### src/rtl/relay_arbiter_if.sv
// Demodulator/encoder side signals of the relay arbiter.
// master = front ends + encoder, slave = arbiter.
interface relay_arbiter_if;
    logic reader_req;
    logic tag_req;
    logic enc_out;
    logic mode;
    logic enc_reset;
    logic sel_tag;

    modport master (
        output reader_req, tag_req, enc_out,
        input  mode, enc_reset, sel_tag
    );

    modport slave (
        input  reader_req, tag_req, enc_out,
        output mode, enc_reset, sel_tag
    );
endinterface

### src/rtl/relay_arbiter.sv
// Direction arbiter time-sharing one relay encoder between reader and tag.
// Define RELAY_ARB_PREEMPT_EN to let reader activity cut a TAG phase short.
module relay_arbiter #(
    parameter int GUARD_CYCLES   = 64,
    parameter int IDLE_TIMEOUT   = 1024,
    parameter int MAX_TAG_CYCLES = 4096
) (
    input  logic           clk,
    input  logic           reset_n,
    input  logic           enable,
    relay_arbiter_if.slave bus,
    output logic           active,
    output logic [2:0]     state,
    output logic           err_collision,
    output logic           err_spurious
);
    localparam int GW = (GUARD_CYCLES > 1) ? $clog2(GUARD_CYCLES) : 1;
    localparam int IW = $clog2(IDLE_TIMEOUT);
    localparam int TW = $clog2(MAX_TAG_CYCLES);

    localparam logic [GW-1:0] GUARD_LD = GW'(GUARD_CYCLES - 1);
    localparam logic [IW-1:0] IDLE_LD  = IW'(IDLE_TIMEOUT - 1);
    localparam logic [TW-1:0] TAG_LD   = TW'(MAX_TAG_CYCLES - 1);

    typedef enum logic [2:0] {
        S_IDLE     = 3'd0,
        S_READER   = 3'd1,
        S_TURN_R2T = 3'd2,
        S_TAG      = 3'd3,
        S_TURN_T2R = 3'd4
    } state_t;

    state_t        cur;
    state_t        nxt;
    logic [IW-1:0] idle_cnt;
    logic [GW-1:0] guard_cnt;
    logic [TW-1:0] tag_cnt;

    logic rd_act;
    logic tg_act;
    logic idle_exp_rd;
    logic idle_exp_tg;
    logic guard_done;
    logic tag_exp;
    logic preempt;
    logic to_tag;
    logic turn;

    assign state = cur;

    always_comb begin
        rd_act      = bus.reader_req | bus.enc_out;
        tg_act      = bus.tag_req | bus.enc_out;
        idle_exp_rd = !rd_act && (idle_cnt == '0);
        idle_exp_tg = !tg_act && (idle_cnt == '0);
        guard_done  = (guard_cnt == '0);
        tag_exp     = (tag_cnt == '0);
`ifdef RELAY_ARB_PREEMPT_EN
        preempt     = bus.reader_req;
`else
        preempt     = 1'b0;
`endif
    end

    always_comb begin
        nxt = cur;
        if (!enable) begin
            nxt = S_IDLE;
        end else begin
            case (cur)
                S_IDLE:     if (bus.reader_req) nxt = S_READER;
                S_READER:   if (idle_exp_rd) nxt = S_TURN_R2T;
                S_TURN_R2T: if (guard_done) nxt = S_TAG;
                S_TAG:      if (idle_exp_tg || tag_exp || preempt)
                                nxt = S_TURN_T2R;
                S_TURN_T2R: if (guard_done) nxt = S_IDLE;
                default:    nxt = S_IDLE;
            endcase
        end
    end

    // Outputs decode the next state so they switch with the state register.
    always_comb begin
        to_tag = (nxt == S_TURN_R2T) || (nxt == S_TAG);
        turn   = (nxt == S_TURN_R2T) || (nxt == S_TURN_T2R);
    end

    always_ff @(posedge clk or negedge reset_n) begin
        if (!reset_n) begin
            cur           <= S_IDLE;
            bus.mode      <= 1'b0;
            bus.sel_tag   <= 1'b0;
            bus.enc_reset <= 1'b1;
            active        <= 1'b0;
            err_collision <= 1'b0;
            err_spurious  <= 1'b0;
            idle_cnt      <= '0;
            guard_cnt     <= '0;
            tag_cnt       <= '0;
        end else begin
            cur           <= nxt;
            bus.mode      <= to_tag;
            bus.sel_tag   <= to_tag;
            bus.enc_reset <= !enable || turn;
            active        <= (nxt != S_IDLE);
            // While disabled, counters and sticky flags are frozen.
            if (enable) begin
                if (cur == S_IDLE && bus.tag_req && !bus.reader_req)
                    err_spurious <= 1'b1;
                if (cur == S_TAG && bus.reader_req)
                    err_collision <= 1'b1;
                if (nxt != cur) begin
                    case (nxt)
                        S_READER:   idle_cnt <= IDLE_LD;
                        S_TURN_R2T: guard_cnt <= GUARD_LD;
                        S_TURN_T2R: guard_cnt <= GUARD_LD;
                        S_TAG: begin
                            idle_cnt <= IDLE_LD;
                            tag_cnt  <= TAG_LD;
                        end
                        default: ;
                    endcase
                end else begin
                    case (cur)
                        S_READER:
                            idle_cnt <= rd_act ? IDLE_LD :
                                (idle_cnt != '0) ? idle_cnt - 1'b1 : '0;
                        S_TAG: begin
                            idle_cnt <= tg_act ? IDLE_LD :
                                (idle_cnt != '0) ? idle_cnt - 1'b1 : '0;
                            tag_cnt  <= (tag_cnt != '0) ? tag_cnt - 1'b1 : '0;
                        end
                        S_TURN_R2T, S_TURN_T2R:
                            guard_cnt <= (guard_cnt != '0) ? guard_cnt - 1'b1 : '0;
                        default: ;
                    endcase
                end
            end
        end
    end
endmodule

### src/flat_wrapper.sv
// flat-port wrapper written by rule: the top's interface ports become plain ports
module relay_arbiter_flat 
#(
    parameter int GUARD_CYCLES   = 64,
    parameter int IDLE_TIMEOUT   = 1024,
    parameter int MAX_TAG_CYCLES = 4096
)
  (clk, reset_n, enable, active, state, err_collision, err_spurious, bus_reader_req, bus_tag_req, bus_enc_out, bus_mode, bus_enc_reset, bus_sel_tag);
  relay_arbiter_if bus_i ();
  input  logic clk;
  input  logic reset_n;
  input  logic enable;
  output logic active;
  output logic [2:0] state;
  output logic err_collision;
  output logic err_spurious;
  input wire logic [$bits(bus_i.reader_req)-1:0] bus_reader_req;
  input wire logic [$bits(bus_i.tag_req)-1:0] bus_tag_req;
  input wire logic [$bits(bus_i.enc_out)-1:0] bus_enc_out;
  output wire logic [$bits(bus_i.mode)-1:0] bus_mode;
  output wire logic [$bits(bus_i.enc_reset)-1:0] bus_enc_reset;
  output wire logic [$bits(bus_i.sel_tag)-1:0] bus_sel_tag;
  assign bus_i.reader_req = bus_reader_req;
  assign bus_i.tag_req = bus_tag_req;
  assign bus_i.enc_out = bus_enc_out;
  assign bus_mode = bus_i.mode;
  assign bus_enc_reset = bus_i.enc_reset;
  assign bus_sel_tag = bus_i.sel_tag;
  relay_arbiter #(.GUARD_CYCLES(GUARD_CYCLES), .IDLE_TIMEOUT(IDLE_TIMEOUT), .MAX_TAG_CYCLES(MAX_TAG_CYCLES)) u_core (.clk(clk), .reset_n(reset_n), .enable(enable), .bus(bus_i), .active(active), .state(state), .err_collision(err_collision), .err_spurious(err_spurious));
endmodule
### config.mk
export PLATFORM = sky130hd
export DESIGN_NAME = relay_arbiter_flat
export DESIGN_NICKNAME = d
export VERILOG_FILES = /design/src/rtl/relay_arbiter_if.sv /design/src/rtl/relay_arbiter.sv /design/src/flat_wrapper.sv
export SDC_FILE = /design/constraint.sdc
export NUM_CORES = 1
export LEC_CHECK = 0
export ABC_CLOCK_PERIOD_IN_PS = 2590
export BUFFER_PORTS_ARGS = -buffer_cell sky130_fd_sc_hd__buf_2
export CAP_MARGIN = 20
export CORE_MARGIN = 5
export CORE_UTILIZATION = 50
export DETAILED_ROUTE_END_ITERATION = 10
export PLACE_DENSITY = 0.74
export SLEW_MARGIN = 20
export SYNTH_ARGS = -nofsm -noshare
export SYNTH_HDL_FRONTEND = slang
export SYNTH_SLANG_ARGS = --single-unit
### constraint.sdc
create_clock -name clk -period 2.59 [get_ports clk]
set_input_delay 0.259 -clock clk [delete_from_list [all_inputs] [get_ports clk]]
set_output_delay 0.259 -clock clk [all_outputs]
set_load 0.01 [all_outputs]
Word-level counts from Yosys, hierarchy flattened

Index checks and enable logic that the tools add are counted.

Add/subtract/negate cells: 3
Equality and inequality tests: 12
Muxes and demuxes: 21
Bitwise gates (word level): 2
Reduce and logical (&&, ||, !) cells: 32

Operators with widths:

| cell                  | count |
|---|---|
| $mux 10               | 5 |
| $mux 12               | 4 |
| $mux 6                | 4 |
| $pmux 10 s2           | 1 |
| $mux 3                | 6 |
| $pmux 3 s5            | 1 |
| $eq 3x2->1 const B    | 4 |
| $logic_not 12->1      | 1 |
| $reduce_bool 12->1    | 1 |
| $sub 12x1->12 const B | 1 |
| $logic_not 10->1      | 1 |
| $reduce_bool 10->1    | 1 |
| $sub 10x1->10 const B | 1 |
| $reduce_and 3->1      | 3 |
| $eq 3x1->1 const B    | 2 |
| $eq 3x3->1 const B    | 2 |
| $logic_not 6->1       | 1 |
| $reduce_bool 3->1     | 2 |
| $reduce_bool 6->1     | 1 |
| $reduce_or 2->1       | 3 |
| $sub 6x1->6 const B   | 1 |
| $logic_and 1x1->1     | 5 |
| $logic_not 1->1       | 4 |
| $logic_or 1x1->1      | 4 |
| 7 further kinds       | 11 |

Bits in registers: 36
Bits of input ports: 6
Output and inout bits: 9
Word-level logic and storage cells: 79

Depth between registers and ports, before layout

Gate-level depths: netlist of the first run.

Depth after elaboration: 11
Gate-level depth with buffers: 10
Gate-level depth less buffers: 8

Worst setup path after synthesis of the first run

Ideal clock, no wire load.

Path kind: register to register
From: reg u_core.guard_cnt[0]
To: reg u_core.idle_cnt[8]
Setup time: 0.134 ns
Data arrival time: 1.892 ns
Data required time: 2.456 ns
Slack: 0.564 ns
Cell stages (with the launch flop): 10
Path buffers: 1
Period minus slack after synthesis: 2.026 ns
Path through: dfrtp_1 -> inv_1 -> ha_1 -> nor4b_2 -> and4bb_1 -> a21oi_1 -> o211a_1 -> buf_6 -> o41ai_1 -> o21ai_1

Word-level cells in the longest chain between the ends: 8
Elaborated cells on any way between the ends: 13
Those cells by class: eq/ne (4); mux (5); reduce/logical (4)

RTL lines:

| what                                            | RTL line                                 | source |
|---|---|---|
| start: declaration                              | relay_arbiter.sv:36                      | `logic [GW-1:0] guard_cnt;` |
| start signal: assignment                        | relay_arbiter.sv:134                     | `guard_cnt <= (guard_cnt != '0) ? guard_cnt - 1'b1 : '0;` |
| $logic_not 6->1 (*)                             | relay_arbiter.sv:56                      | `guard_done = (guard_cnt == '0);` |
| $mux 3 (on tied branches)                       | relay_arbiter.sv:76, relay_arbiter.sv:73 |  |
| $pmux 3 s5 (*)                                  | relay_arbiter.sv:70                      | `case (cur)` |
| $mux 3 (*)                                      | relay_arbiter.sv:67                      | `if (!enable) begin` |
| $eq 3x1->1 / $eq 3x2->1 (equally long branches) | relay_arbiter.sv:113                     | `case (nxt)` |
| $reduce_or 2->1 (no source line)                | n/a                                      |  |
| $ne 2x2->1 (no source line)                     | n/a                                      |  |
| $reduce_and 3->1 (no source line)               | n/a                                      |  |
| end signal: assignment                          | relay_arbiter.sv:126                     | `idle_cnt <= rd_act ? IDLE_LD :` |
| end signal: assignment                          | relay_arbiter.sv:129                     | `idle_cnt <= tg_act ? IDLE_LD :` |
| end: declaration                                | relay_arbiter.sv:35                      | `logic [IW-1:0] idle_cnt;` |

Mark *: on every way between the ends. The rest lies on a longest branch, timed or not.
A chain may end at the register's enable or synchronous reset.

Worst setup path in the final report of the first run

From: reg u_core.idle_cnt[0]
To: reg u_core.guard_cnt[5]

Word-level cells in the longest chain between the ends: 10
Elaborated cells on any way between the ends: 16
Those cells by class: eq/ne (4); mux (5); reduce/logical (7)

RTL lines:

| what                                            | RTL line                                 | source |
|---|---|---|
| $logic_not 10->1 (*)                            | relay_arbiter.sv:54, relay_arbiter.sv:55 |  |
| $logic_and 1x1->1                               | relay_arbiter.sv:55                      | `idle_exp_tg = !tg_act && (idle_cnt == '0);` |
| $logic_or 1x1->1                                | relay_arbiter.sv:74                      | `S_TAG: if (idle_exp_tg \|\| tag_exp \|\| preempt)` |
| $mux 3                                          | relay_arbiter.sv:74                      |  |
| $pmux 3 s5 (*)                                  | relay_arbiter.sv:70                      |  |
| $mux 3 (*)                                      | relay_arbiter.sv:67                      |  |
| $eq 3x3->1 / $eq 3x2->1 (equally long branches) | relay_arbiter.sv:113                     |  |
| $reduce_or 2->1 (no source line)                | n/a                                      |  |
| $ne 2x2->1 (no source line)                     | n/a                                      |  |
| $reduce_and 3->1 (no source line)               | n/a                                      |  |

Marks and branches as above.

==> metrics, run 1 <==
status finished, final reports clean; I/O Buffers 14; DIE WIDTH 78.5 um; CP Capture Type register; Synth area leaders dfrtp_1, o21ai_1, nor2_1; Synth Area in Simple Gates 0.255; Worst-Skew Late Latency 0.29 ns; maximum root-to-sink buffer count 2; setup repair after global routing missed its margin false; post-synthesis xor/xnor area fraction 0.00373; placed cell count 316; Max-Cap Viols 0; worst path required time 2.75 ns; share of cells above drive strength 1 0.193; flop-to-flop setup slack 0.31 ns; Syn Std Cell Area 2350 sq um; placed cell areas 2410 sq um; setup TNS 0 ns; First DRT Iteration DRCs 166; Warnings, synthesis 0; Design Area, Final 2500 sq um; syn nets 268; Slew HR 0.474; grt met3 use 0.0424; average wire per standard cell 15.4 um; critical path peak fanout 12; Synth Register Bits 36; Syn Inst Count 258; Die Ht 78.5 um; pin count of the biggest net entering global routing 37; Core Box Area 4630 sq um; Critical Path Source Type register; Compound-Gate Fraction of Synth Area 0.256; Slew Viols, Final 0; Clock Sinks 36; met1 Usage GRT 0.257; Area Growth Syn to Fin 6.45%; P_leak 1.01 nW; DRC 0; Syn Area/Cell 9.10 sq um; routed vias 1,949; largest family of logic cells by synthesized area compound AO/OA/AOI/OAI gates; number of synthesized flops with an enable pin 0; Critical Path AT 2.44 ns; HP Class in -> async; Tcrit/Tclk final 0.882; initial antenna violation count 0; gr ovfl total 0; GRT Util Overall 0.179; drt first pass iters 4; Worst Tran Pin Value 0.790 ns; count of final setup violators 0; top cells by count, synth dfrtp_1, o21ai_1, nor2_1; share of the yosys chip area belonging to registers 0.384; Clock Skew 0.00623 ns; global-route wire length before repair 8910 um; vias in the first global route 1,822; nets 279; Final ANT Viol Nets 0; post-DR vias/cell 6.02; Non-Filler Instances 324; ys flop type dfrtp_1; Register Area 902 sq um; IO Pins 15; top-area cell type share of the netlist area 0.373; Max Freq 438 MHz; min cycle time layout 2.28 ns; number of distinct library cells after synthesis 59; CTS Buf Count 5; ant diodes 0; Async SR Flop Fraction 1.00; multi-input logic area 1270 sq um; Yosys top cell by area dfrtp_1; initial core utilization 0.507; top-count cell post-synth dfrtp_1; Post-Synth Adder-Cell Area 0.0213; gr busiest metal met2; Die Area 6160 sq um; Final Hold Fails 0; CTS root buf clkbuf_8; P per Cell Area 458 nW/um^2; Routed WL 4980 um; post-synthesis mux area share 0.00480; met2 GRT Util 0.263; CTS tree done; VDD IR max 0.276 mV; htree depth 2; Fillers 433; WS Path Type reg -> reg; Placer Congestion 0.828; Worst-path clk slew 0.07 ns; Row Count 25; post-DP HPWL 3550 um
==> critical path, cell delays in order, from the launching register on <==
cell     delay [ns]
dfrtp_1        0.40
inv_1          0.08
ha_1           0.20
nor4b_1        0.42
nand3_1        0.17
o22ai_1        0.21
a21oi_1        0.06
buf_4          0.19
o41ai_1        0.30
o21ai_1        0.10
==> layout make-up <==
class                           instances  share of cell area
Clock buffer                            8              0.0361
Inverter                               14              0.0210
Sequential cell                        36               0.361
Multi-Input combinational cell        192               0.509
Tap cell                               54              0.0270
Timing Repair Buffer                   20              0.0461
==> cells in the final DEF (no fill, tap or decap), types with 3 or more instances in the layout <==
cell / n
o21ai_1: 22
nor2b_1: 3
buf_4: 6
inv_1: 14
nor4_1: 6
a21oi_1: 13
buf_2: 14
nor3_1: 12
clkbuf_8: 6
nand2b_1: 7
a21oi_2: 4
o41ai_1: 3
dfrtp_1: 35
o31ai_1: 4
o21ai_0: 14
and3_1: 4
nand3_1: 7
a31oi_1: 4
nor2_1: 21
nand2_1: 17
a211oi_2: 3
ha_1: 4
==> metrics by stage <==
| step | setup WS (ns) | hold WS [ns] | utilization | total power, W |
|---|---|---|---|---|
| 5_1_grt | 0.0472 | 0.137 | 0.540 | 0.00121 |
| 6_report | 0.305 | 0.0584 | 0.540 | 0.00114 |
| 3_5_place_dp | 0.222 | 0.400 | 0.520 | 0.000744 |
| 3_3_place_gp | 0.300 | 0.394 | 0.520 | 0.000743 |
| 2_1_floorplan | 0.564 | -0.0366 | - | 0.000723 |
| 4_1_cts | 0.217 | 0.0945 | 0.540 | 0.00115 |
==> sequential cells by signal, indices dropped and copies added (netlist names) <==
register	cells
u_core.tag_cnt	12
u_core.idle_cnt	10
u_core.guard_cnt	6
u_core.state	3
u_core.active	1
u_core.bus.enc_reset	1
u_core.bus.mode	1
u_core.err_collision	1
u_core.err_spurious	1
==> final timing paths <==
| kind | startpoint | end | cells past startpoint |
|---|---|---|---|
| worst min-delay path | reset_n | u_core.tag_cnt[2]$_DFFE_PN0P_ | 1 |
| worst min register to register | u_core.err_spurious$_DFFE_PN0P_ | u_core.err_spurious$_DFFE_PN0P_ | 1 |
| min in group clk | enable | u_core.bus.enc_reset$_DFF_PN1_ | 2 |
| worst max register to register | u_core.idle_cnt[0]$_DFFE_PN0P_ | u_core.guard_cnt[5]$_DFFE_PN0P_ | 9 |
| max in group asynchronous | reset_n | u_core.guard_cnt[5]$_DFFE_PN0P_ | 1 |
| worst max-delay path | u_core.idle_cnt[0]$_DFFE_PN0P_ | u_core.guard_cnt[5]$_DFFE_PN0P_ | 9 |
==> repair_timing <==
item | 4_1_cts | 5_1_grt
setup endpoints to repair | 0 | 6
setup buffers | 0 | 0
gates resized for setup | 0 | 1
hold buffers | 0 | 0
==> logic make-up after synthesis <==
| logic type | count (synthesis) |
|---|---|
| AO/OA/AOI/OAI | 88 |
| XOR/XNOR | 1 |
| adder cells (fa/ha/maj) | 4 |
| buffers and inverters | 30 |
| flip-flops | 36 |
| multiplexers | 1 |
| AND/OR/NAND/NOR | 98 |
==> layer usage <==
metal	part of all wire	up-vias
met1	0.49	920
li1	-	977
met5	0	-
met2	0.46	50
met3	0.042	2
met4	0.0064	0
==> power by group <==
part           internal, W  leakage, nW  switching [W]
Combinational    0.0000489        0.559      0.0000880
Sequential        0.000578        0.409      0.0000182
Clock             0.000217       0.0455       0.000193
No activity file was read; power rests on OpenSTA's default activity.
==> inputs of run 2 (changes only) <==
--- a/config.mk
+++ b/config.mk
@@ -11,5 +11,5 @@
 export CORE_MARGIN = 5
-export CORE_UTILIZATION = 50
+export CORE_UTILIZATION = 60
 export DETAILED_ROUTE_END_ITERATION = 10
-export PLACE_DENSITY = 0.74
+export PLACE_DENSITY = 0.85
 export SLEW_MARGIN = 20
==> constraint.sdc (replaced) <==
create_clock -name clk -period 2.59 [get_ports clk]
set_input_delay 0.3885 -clock clk [delete_from_list [all_inputs] [get_ports clk]]
set_output_delay 0.3885 -clock clk [all_outputs]
set_load 0.01 [all_outputs]
==> run 2 against run 1 <==
Net effect: combinational power grew 3%; setup slack lost 0.0097 ns; register-to-register slack hardly changed; routed wire length grew 6.1%; fmax shrank 0.42%; design area up 0.30%; power is 0.61% higher; die area is 15% lower; clock power hardly changed; highest routed layer unchanged.
==> metrics, run 2 (synthesis gave the netlist of run 1 again) <==
critical path peak fanout 22; Placer Congestion 0.829; Slowest-stage cell, CP o211a_2; Clock Sinks 36; Routed WL 5280 um; Hold Slack 0.186 ns; vias in the first global route 1,900; setup repair after global routing missed its margin false; CTS root buf clkbuf_8; worst path required time 2.74 ns; share of cells above drive strength 1 0.196; setup TNS 0 ns; Worst-Skew Late Latency 0.29 ns; maximum root-to-sink buffer count 2; post-DR vias/cell 6.39; pin count of the biggest net entering global routing 37; First DRT Iteration DRCs 209; biggest regs u_core.tag_cnt: 12 flops, u_core.idle_cnt: 10 flops, u_core.guard_cnt: 6 flops; Worst Tran Pin Value 0.805 ns; Die Area 5260 sq um; WS Path Type reg -> reg; drt first pass iters 4; Tcrit/Tclk final 0.886; HP Class in -> async; htree depth 2; initial core utilization 0.632; largest stage delay on the critical path 0.39 ns; min cycle time layout 2.29 ns; Die Ht 72.5 um; post-DP HPWL 3670 um; P per Cell Area 459 nW/um^2; worst path bufs/invs 1; Fillers 317; I/O Buffers 14; CP Capture Type register; IO Pins 15; Slew HR 0.463; GRT Util Overall 0.218; Clock Power Share 0.357; Max Freq 436 MHz; Clock Skew 0.00933 ns; CP delay by family, top simple AND/OR/NAND/NOR gates; status finished, final reports clean; Hold Buf Count CTS 0; CTS tree done; most used cell, CP a21oi_1; Net Switching 0.000306 W; Critical Path Source Type register; Final ANT Viol Nets 0; Row Count 22; CTS Buf Count 5; commonest non-fill, non-tap cells in the layout dfrtp_1, o21ai_1, nor2_1; count of final setup violators 0; global-route wire length before repair 9260 um; routed vias 2,032; DIE WIDTH 72.5 um; Critical Path AT 2.45 ns; Slew Viols, Final 0; nets 279; Max-Cap Viols 0; gr ovfl total 0; Final Hold Fails 0; Design Area, Final 2510 sq um; average wire per standard cell 16.6 um; combinational power share 0.122; VDD IR max 0.296 mV; commonest non-fill, non-tap cell in the layout dfrtp_1; Worst-path clk slew 0.07 ns; Core Box Area 3720 sq um; DRC 0; Area Growth Syn to Fin 6.77%; PostCTS Resize Cnt 0; ant diodes 0; most flop-heavy register u_core.tag_cnt; switching part of the total 0.266; P_leak 1.02 nW; Int Power 0.000844 W; Critical Path, Cell by Cell inv_1 -> ha_1 -> nor4b_4 -> and4bb_1 -> a21oi_1 -> o211a_2 -> nor4_1 -> a21oi_1; placed cell areas 2400 sq um; Seq pwr share 0.521; initial antenna violation count 0; # Post-CTS Setup Buffers 0; max reg flops 12
-- run 2: worst paths after layout --
check / endpoint / cells after the start / slack, ns / from
hold / removal: u_core.idle_cnt[2]$_DFFE_PN0P_ / 1 / 0.19 / reset_n
min in group clk: u_core.bus.enc_reset$_DFF_PN1_ / 2 / 0.35 / enable
setup reg to reg: u_core.idle_cnt[0]$_DFFE_PN0P_ / 8 / 0.30 / u_core.guard_cnt[0]$_DFFE_PN0P_
setup / recovery: u_core.idle_cnt[0]$_DFFE_PN0P_ / 8 / 0.30 / u_core.guard_cnt[0]$_DFFE_PN0P_
hold reg to reg: u_core.err_spurious$_DFFE_PN0P_ / 1 / 0.47 / u_core.err_spurious$_DFFE_PN0P_
max in group asynchronous: u_core.tag_cnt[8]$_DFFE_PN0P_ / 1 / 1.89 / reset_n
-- run 2: worst register-to-register path, cell delays in order, from the launching register on --
cell	delay, ns
dfrtp_1	0.36
inv_1	0.13
ha_1	0.25
nor4b_4	0.33
and4bb_1	0.25
a21oi_1	0.05
o211a_2	0.39
nor4_1	0.32
a21oi_1	0.07
-- run 2: power groups by stage --
stage                     registers (W)  logic, W  clock network (W)
final                          0.000599  0.000141           0.000410
after floorplan                0.000602  0.000121                  0
after detailed placement       0.000608  0.000140                  0
after global placement         0.000606  0.000135                  0
after global routing           0.000601  0.000158           0.000453
after CTS                      0.000597  0.000140           0.000423
-- run 2: through the flow --
stage	setup WS, ns	util	std cells	power [W]
6_report	0.296	0.674	318	0.00115
5_1_grt	0.0322	0.674	318	0.00121
4_1_cts	0.113	0.670	318	0.00116
3_5_place_dp	0.134	0.646	310	0.000747
3_3_place_gp	0.328	0.646	310	0.000741
2_1_floorplan	0.564	-	258	0.000723
-- run 2: cell type report --
class | instances | area (sq um) | share of cell area
Timing Repair Buffer | 20 | 115 | 0.0459
Sequential cell | 36 | 902 | 0.360
Inverter | 14 | 52.6 | 0.0210
Tap cell | 48 | 60.1 | 0.0240
Clock buffer | 8 | 90.1 | 0.0359
Multi-Input combinational cell | 192 | 1290 | 0.513
-- run 2: routing by layer --
metal  vias to the layer above  track usage  wire, um
li1                        975            -         -
met5                         -            0         0
met1                       980        0.302      2350
met4                         0       0.0615        62
met2                        69        0.344      2600
met3                         8       0.0471       266
